[src/rtl/spi_txn_arbiter_if.sv]
// Client/master-side bundle of the SPI transaction arbiter.
// The arbiter connects through the slave modport; the requesters and the
// SPI master model connect through the master modport.
interface spi_txn_arbiter_if;
    logic [2:0]  req;
    logic [23:0] req_data;
    logic [5:0]  req_slave;
    logic [2:0]  gnt;
    logic [2:0]  rsp_valid;
    logic [7:0]  rsp_data;
    logic [2:0]  err;
    logic        busy;
    logic        start;
    logic [1:0]  slaveSelect;
    logic [7:0]  masterDataToSend;
    logic [7:0]  masterDataReceived;

    modport slave (
        input  req, req_data, req_slave, masterDataReceived,
        output gnt, rsp_valid, rsp_data, err, busy, start, slaveSelect, masterDataToSend
    );

    modport master (
        output req, req_data, req_slave, masterDataReceived,
        input  gnt, rsp_valid, rsp_data, err, busy, start, slaveSelect, masterDataToSend
    );
endinterface

[src/rtl/spi_txn_arbiter.sv]
// Round-robin scheduler sharing one SPI master between three requesters.
// One requester is granted at a time; its byte and slave are latched, the
// exchange is timed with a down-counter, and the received byte is returned
// with a one-cycle rsp_valid pulse. All outputs are registered.
module spi_txn_arbiter #(
    parameter int XFER_CYCLES = 9,
    parameter int GAP_CYCLES  = 2
) (
    input  logic              clk,
    input  logic              reset,
    spi_txn_arbiter_if.slave  bus
);

    localparam logic [2:0] IDLE  = 3'd0;
    localparam logic [2:0] SETUP = 3'd1;
    localparam logic [2:0] FIRE  = 3'd2;
    localparam logic [2:0] XFER  = 3'd3;
    localparam logic [2:0] DONE  = 3'd4;
    localparam logic [2:0] GAP   = 3'd5;

    logic [2:0] state_r;
    logic [1:0] rr_r;
    logic [1:0] gnt_idx_r;
    logic [7:0] data_r;
    logic [1:0] slave_r;
    logic [3:0] cnt_r;
    logic [2:0] gnt_r;
    logic [2:0] rsp_valid_r;
    logic [7:0] rsp_data_r;
    logic [2:0] err_r;
    logic       busy_r;
    logic       start_r;
    logic [1:0] ss_r;
    logic [7:0] mdts_r;

    logic       pick_valid_s;
    logic [1:0] pick_idx_s;
    logic [1:0] cand_s;
    logic [1:0] pick_slave_s;
    logic [7:0] pick_data_s;

    // Requester index that follows idx in the 0->1->2->0 rotation.
    function automatic logic [1:0] next_idx(input logic [1:0] idx);
        if (idx >= 2'd2) begin
            next_idx = 2'd0;
        end else begin
            next_idx = idx + 2'd1;
        end
    endfunction

    // First requesting index at or after the round-robin pointer, with its slave and byte.
    always_comb begin
        pick_valid_s = 1'b0;
        pick_idx_s   = 2'd0;
        cand_s       = rr_r;
        for (int k = 0; k < 3; k++) begin
            if (!pick_valid_s && bus.req[cand_s]) begin
                pick_valid_s = 1'b1;
                pick_idx_s   = cand_s;
            end else begin
                pick_valid_s = pick_valid_s;
            end
            cand_s = next_idx(cand_s);
        end
        pick_slave_s = bus.req_slave[{pick_idx_s, 1'b0} +: 2];
        pick_data_s  = bus.req_data[{pick_idx_s, 3'b000} +: 8];
    end

    // Transaction sequencer: arbitration, master drive, transfer timing and response.
    always_ff @(posedge clk or posedge reset) begin
        if (reset) begin
            state_r     <= IDLE;
            rr_r        <= 2'd0;
            gnt_idx_r   <= 2'd0;
            data_r      <= 8'h00;
            slave_r     <= 2'b11;
            cnt_r       <= 4'd0;
            gnt_r       <= 3'b000;
            rsp_valid_r <= 3'b000;
            rsp_data_r  <= 8'h00;
            err_r       <= 3'b000;
            busy_r      <= 1'b0;
            start_r     <= 1'b0;
            ss_r        <= 2'b11;
            mdts_r      <= 8'h00;
        end else begin
            // Pulse outputs are low unless a state below raises them.
            start_r     <= 1'b0;
            rsp_valid_r <= 3'b000;
            err_r       <= 3'b000;
            case (state_r)
                IDLE: begin
                    if (pick_valid_s && (pick_slave_s == 2'b11)) begin
                        // Illegal target: report and rotate past it, master untouched.
                        err_r <= 3'b001 << pick_idx_s;
                        rr_r  <= next_idx(pick_idx_s);
                    end else if (pick_valid_s) begin
                        gnt_idx_r <= pick_idx_s;
                        gnt_r     <= 3'b001 << pick_idx_s;
                        data_r    <= pick_data_s;
                        slave_r   <= pick_slave_s;
                        busy_r    <= 1'b1;
                        state_r   <= SETUP;
                    end else begin
                        state_r <= IDLE;
                    end
                end
                SETUP: begin
                    ss_r    <= slave_r;
                    mdts_r  <= data_r;
                    state_r <= FIRE;
                end
                FIRE: begin
                    start_r <= 1'b1;
                    cnt_r   <= 4'(XFER_CYCLES - 1);
                    state_r <= XFER;
                end
                XFER: begin
                    if (cnt_r == 4'd0) begin
                        state_r <= DONE;
                    end else begin
                        cnt_r <= cnt_r - 4'd1;
                    end
                end
                DONE: begin
                    rsp_data_r  <= bus.masterDataReceived;
                    rsp_valid_r <= gnt_r;
                    gnt_r       <= 3'b000;
                    rr_r        <= next_idx(gnt_idx_r);
                    ss_r        <= 2'b11;
                    mdts_r      <= 8'h00;
                    cnt_r       <= 4'(GAP_CYCLES - 1);
                    state_r     <= GAP;
                end
                GAP: begin
                    // The arbitration cycle in IDLE is the last cycle of the gap.
                    if (cnt_r <= 4'd1) begin
                        busy_r  <= 1'b0;
                        state_r <= IDLE;
                    end else begin
                        cnt_r <= cnt_r - 4'd1;
                    end
                end
                default: begin
                    gnt_r   <= 3'b000;
                    busy_r  <= 1'b0;
                    ss_r    <= 2'b11;
                    mdts_r  <= 8'h00;
                    state_r <= IDLE;
                end
            endcase
        end
    end

    assign bus.gnt              = gnt_r;
    assign bus.rsp_valid        = rsp_valid_r;
    assign bus.rsp_data         = rsp_data_r;
    assign bus.err              = err_r;
    assign bus.busy             = busy_r;
    assign bus.start            = start_r;
    assign bus.slaveSelect      = ss_r;
    assign bus.masterDataToSend = mdts_r;

endmodule

[src/flat_wrapper.sv]
// flat-port wrapper written by rule: the top's interface ports become plain ports
module spi_txn_arbiter_flat 
#(
    parameter int XFER_CYCLES = 9,
    parameter int GAP_CYCLES  = 2
)
  (clk, reset, bus_req, bus_req_data, bus_req_slave, bus_masterDataReceived, bus_gnt, bus_rsp_valid, bus_rsp_data, bus_err, bus_busy, bus_start, bus_slaveSelect, bus_masterDataToSend);
  spi_txn_arbiter_if bus_i ();
  input  logic clk;
  input  logic reset;
  input wire logic [$bits(bus_i.req)-1:0] bus_req;
  input wire logic [$bits(bus_i.req_data)-1:0] bus_req_data;
  input wire logic [$bits(bus_i.req_slave)-1:0] bus_req_slave;
  input wire logic [$bits(bus_i.masterDataReceived)-1:0] bus_masterDataReceived;
  output wire logic [$bits(bus_i.gnt)-1:0] bus_gnt;
  output wire logic [$bits(bus_i.rsp_valid)-1:0] bus_rsp_valid;
  output wire logic [$bits(bus_i.rsp_data)-1:0] bus_rsp_data;
  output wire logic [$bits(bus_i.err)-1:0] bus_err;
  output wire logic [$bits(bus_i.busy)-1:0] bus_busy;
  output wire logic [$bits(bus_i.start)-1:0] bus_start;
  output wire logic [$bits(bus_i.slaveSelect)-1:0] bus_slaveSelect;
  output wire logic [$bits(bus_i.masterDataToSend)-1:0] bus_masterDataToSend;
  assign bus_i.req = bus_req;
  assign bus_i.req_data = bus_req_data;
  assign bus_i.req_slave = bus_req_slave;
  assign bus_i.masterDataReceived = bus_masterDataReceived;
  assign bus_gnt = bus_i.gnt;
  assign bus_rsp_valid = bus_i.rsp_valid;
  assign bus_rsp_data = bus_i.rsp_data;
  assign bus_err = bus_i.err;
  assign bus_busy = bus_i.busy;
  assign bus_start = bus_i.start;
  assign bus_slaveSelect = bus_i.slaveSelect;
  assign bus_masterDataToSend = bus_i.masterDataToSend;
  spi_txn_arbiter #(.XFER_CYCLES(XFER_CYCLES), .GAP_CYCLES(GAP_CYCLES)) u_core (.clk(clk), .reset(reset), .bus(bus_i));
endmodule
[config.mk]
export PLATFORM = sky130hd
export DESIGN_NAME = spi_txn_arbiter_flat
export DESIGN_NICKNAME = d
export VERILOG_FILES = /design/src/rtl/spi_txn_arbiter_if.sv /design/src/rtl/spi_txn_arbiter.sv /design/src/flat_wrapper.sv
export SDC_FILE = /design/constraint.sdc
export NUM_CORES = 1
export LEC_CHECK = 0
export BUFFER_PORTS_ARGS = -buffer_cell sky130_fd_sc_hd__buf_2
export CAP_MARGIN = 20
export CORE_AREA = 2 2 73 75
export CTS_CLUSTER_DIAMETER = 150
export DETAILED_ROUTE_END_ITERATION = 16
export DIE_AREA = 0 0 75 77
export GPL_ROUTABILITY_DRIVEN = 1
export PLACE_DENSITY = 0.82
export SYNTH_ARGS = -nofsm -noshare
export SYNTH_HDL_FRONTEND = slang
export SYNTH_SLANG_ARGS = --single-unit
[constraint.sdc]
create_clock -name clk -period 2.4 [get_ports clk]
set_clock_uncertainty 0.1 [all_clocks]
set_input_delay 0.24 -clock clk [delete_from_list [all_inputs] [get_ports clk]]
set_output_delay 0.24 -clock clk [all_outputs]
set_load 0.02 [all_outputs]
==> flow_summary_export.csv <==
group,metric,value,unit
global_routing,grt_max_degree,41,
flow_run,max_cap_violations,0,
pwr,p_sw,1.49,mW
clock_tree,root_buffer,"clkbuf_8",
layout,fillCellCount,434,
timing,period_share,94.6,%
global_routing,grt_pass1_wl,9170,um
pwr,power.internal,2.18,mW
floorplan,start_util,50.6,%
clock_tree,cts_tree,"yes",
pwr,power_density,1170,nW/um^2
global_routing,grtUsageTotal,20.7,%
clock_tree,h-tree-depth,2,
synth,ys_seq_area_share,49.9,%
placement,gp_congestion,0.851,
status,failed_checks,"negative hold slack",
critical_path,cp-end-kind,"flip-flop",
layout,multi_input_area,1180,um^2
detailed_routing,vias_per_cell,5.36,
clock_tree,ctsHoldBuffers,0,
clock_tree,cts.sinks,50,
synth,synth.avg_cell_area,10.4,um^2
layout,area_growth,24.1,%
synth,synth_top_area_cell,"dfrtp_1",
timing,timing.final.crit_period,2.27,ns
detailed_routing,route.met2.wl,2560,um
detailed_routing,drt_wl_total,5530,um
layout,fin_cells,395,
min_path,hold_class,"in -> async",
global_routing,grt_overflow_total,0,
critical_path,startpoint_type,"flip-flop",
pwr,irDropWorstVdd,0.801,mV
floorplan,fp.coreArea,4980,um^2
pwr,switching_share,40.6,%
synth,synth.most_common_cell,"dfrtp_1",
synth,synth_edf_count,0,
timing,fin_tns_setup,0,ns
clock_tree,clock_path_buffers,2,
floorplan,row_count,26,
detailed_routing,detail_route.iter0.violations,101,
synth,synth.distinct_cells,50,
pwr,p_leak,1.57,nW
clock_tree,path_clk_slew,0.09,ns
critical_path,required,2.49,ns
clock_tree,cts_buffers,5,
critical_path,crit_fanout,5,
placement,hpwl,3970,um
critical_path,worstPathArrival,2.36,ns
synth,netlist_top_cells_area,"dfrtp_1 (46%), nand2_1 (5.7%), mux2_2 (5.4%), dfstp_2 (4.2%), mux2_1 (4.0%)",
synth,synth_commonest_cells,"dfrtp_1 (46), nand2_1 (38), nor2_1 (21), mux2_2 (12), o22ai_1 (10)",
timing,hold_violations,26,
timing,slew_violations,0,
clock_tree,worstSkewPairLatency,0.30,ns
synth,netlist_area,2520,um^2
pwr,combPwrFrac,47.2,%
synth,syn_inst,241,
synth,synthFlopType,"dfrtp_1",
timing,worst_pin_slew,0.805,ns
pwr,clockPowerShare,13.6,%
floorplan,ios,72,
detailed_routing,ant_nets,0,
layout,drive_above_1_share,37.5,%
timing,setup_viol,0,
timing,layout_setup_ws,0.129,ns
timing,relSlewSlack,46.2,%
pwr,seq_power_share,39.1,%
detailed_routing,firstDrtPassIters,4,
floorplan,chipHeight,77,um
timing,fmax,440,MHz
synth,syn-num-nets,286,
critical_path,crit_type,"reg -> reg",
status,status,"finished with violations",
placement,pre_cts_ws,0.146,ns
global_routing,grt_pass1_vias,2014,
layout,seqCellArea,1260,um^2
floorplan,die_area,5780,um^2
detailed_routing,wl_per_cell,14.0,um
detailed_routing,wl_met3,428,um
detailed_routing,vias,2118,
placement,port-buffer-count,71,
detailed_routing,met1_length,2400,um
synth,synthArstFlopShare,100,%
layout,antennaDiodeCount,0,
floorplan,die_w,75,um
global_routing,antenna_found_initial,0,
critical_path,rrSetupSlack,0.13,ns
placement,placedCellCount,382,
detailed_routing,drc_errors,0,
detailed_routing,highest_layer,"met4",
layout,fin_nets,369,
timing,fin_hold_ws,-0.0185,ns
synth,yosys_warnings,0,
timing,rsz0062_at_grt,"no",
synth,synth_top_area_share,45.7,%
synth,synth.ff_latch_count,50,
worst paths after layout:
check / start / end / cells after the start
worst max-delay path: u_core.rr_r[0] / u_core.gnt_idx_r[0] / 8
worst min-delay path: reset / u_core.bus.rsp_data[2] / 2
worst max register to register: u_core.rr_r[0] / u_core.gnt_idx_r[0] / 8
worst min register to register: u_core.bus.masterDataToSend[5] / u_core.bus.masterDataToSend[5] / 1
max in group asynchronous: reset / u_core.data_r[5] / 3
min in group clk: bus_masterDataReceived[0] / u_core.bus.rsp_data[0] / 2
flip-flops by register name, summed over array words and instances, names as in the netlist:
| register | count |
|---|---|
| u_core.bus.masterDataToSend | 8 |
| u_core.bus.rsp_data | 8 |
| u_core.data_r | 8 |
| u_core.cnt_r | 4 |
| u_core.bus.err | 3 |
| u_core.bus.gnt | 3 |
| u_core.bus.rsp_valid | 3 |
| u_core.state_r | 3 |
| u_core.bus.slaveSelect | 2 |
| u_core.gnt_idx_r | 2 |
| u_core.rr_r | 2 |
| u_core.slave_r | 2 |
| u_core.bus.busy | 1 |
| u_core.bus.start | 1 |
cells in the final DEF, fill, tap and decap left out, types with 5 or more instances in the layout:
master,Yosys,final
o21ai_0,8,8
nand2_1,38,36
buf_2,0,71
dfrtp_1,46,46
mux2_2,12,12
a21oi_1,5,5
a22oi_1,9,9
buf_4,1,14
inv_1,9,8
nor2_1,21,21
mux2i_1,6,6
o22ai_1,10,10
mux2_1,9,9
clkbuf_8,0,6
power groups by stage:
stage                     sequential [mW]  combinational [mW]  clock (mW)
after global placement               1.43                1.66           0
after floorplan                      1.63                1.03           0
after CTS                            1.43                1.71       0.514
final                                1.44                1.73       0.500
after global routing                 1.49                1.92       0.545
after detailed placement             1.45                1.70           0
critical path, stage by stage, from the launching register on:
cell and delay [ns]:
dfrtp_1 0.44, nand2b_1 0.22, and2_1 0.24, a221oi_4 0.37, buf_4 0.18, o31ai_2 0.08, buf_4 0.18, buf_4 0.14
a22o_1 0.22
cells by family (layout without fill, tap and decap cells):
family | Yosys count | after routing | share of synthesized area (%)
buffers and inverters | 19 | 103 | 3.28
adder cells (fa/ha/maj) | 2 | 2 | 0.994
AO/OA/AOI/OAI | 58 | 58 | 18.2
XOR/XNOR | 2 | 2 | 0.696
flip-flops | 50 | 50 | 49.9
multiplexers | 27 | 27 | 11.8
AND/OR/NAND/NOR | 83 | 83 | 15.1
metal layers:
metal	global-route usage (%)	up-vias
met3	5.52	15
met4	7.32	0
met5	0	-
li1	-	1020
met2	31.5	90
met1	28.3	993
metrics by stage:
| step | total power, mW | cell area (um^2) | util (%) |
|---|---|---|---|
| after global placement | 3.09 | 2990 | 60.0 |
| after detailed placement | 3.15 | 2990 | 60.0 |
| final | 3.67 | 3120 | 62.8 |
| after CTS | 3.66 | 3080 | 61.8 |
| after global routing | 3.95 | 3120 | 62.8 |
| after floorplan | 2.65 | 2520 | - |
final cells by class:
class	count	area share, %
clock inverter	1	0.160
inverter	9	1.08
clock buffer	7	2.76
timing repair buffer	86	15.1
multi-input combinational	172	37.9
tap	70	2.80
sequential	50	40.2
repair_timing:
item | in CTS | in global routing
setup buffers | 0 | 4
resized for setup | 0 | 4
setup endpoints to repair | 0 | 11
No activity file was read; power rests on OpenSTA's default activity.
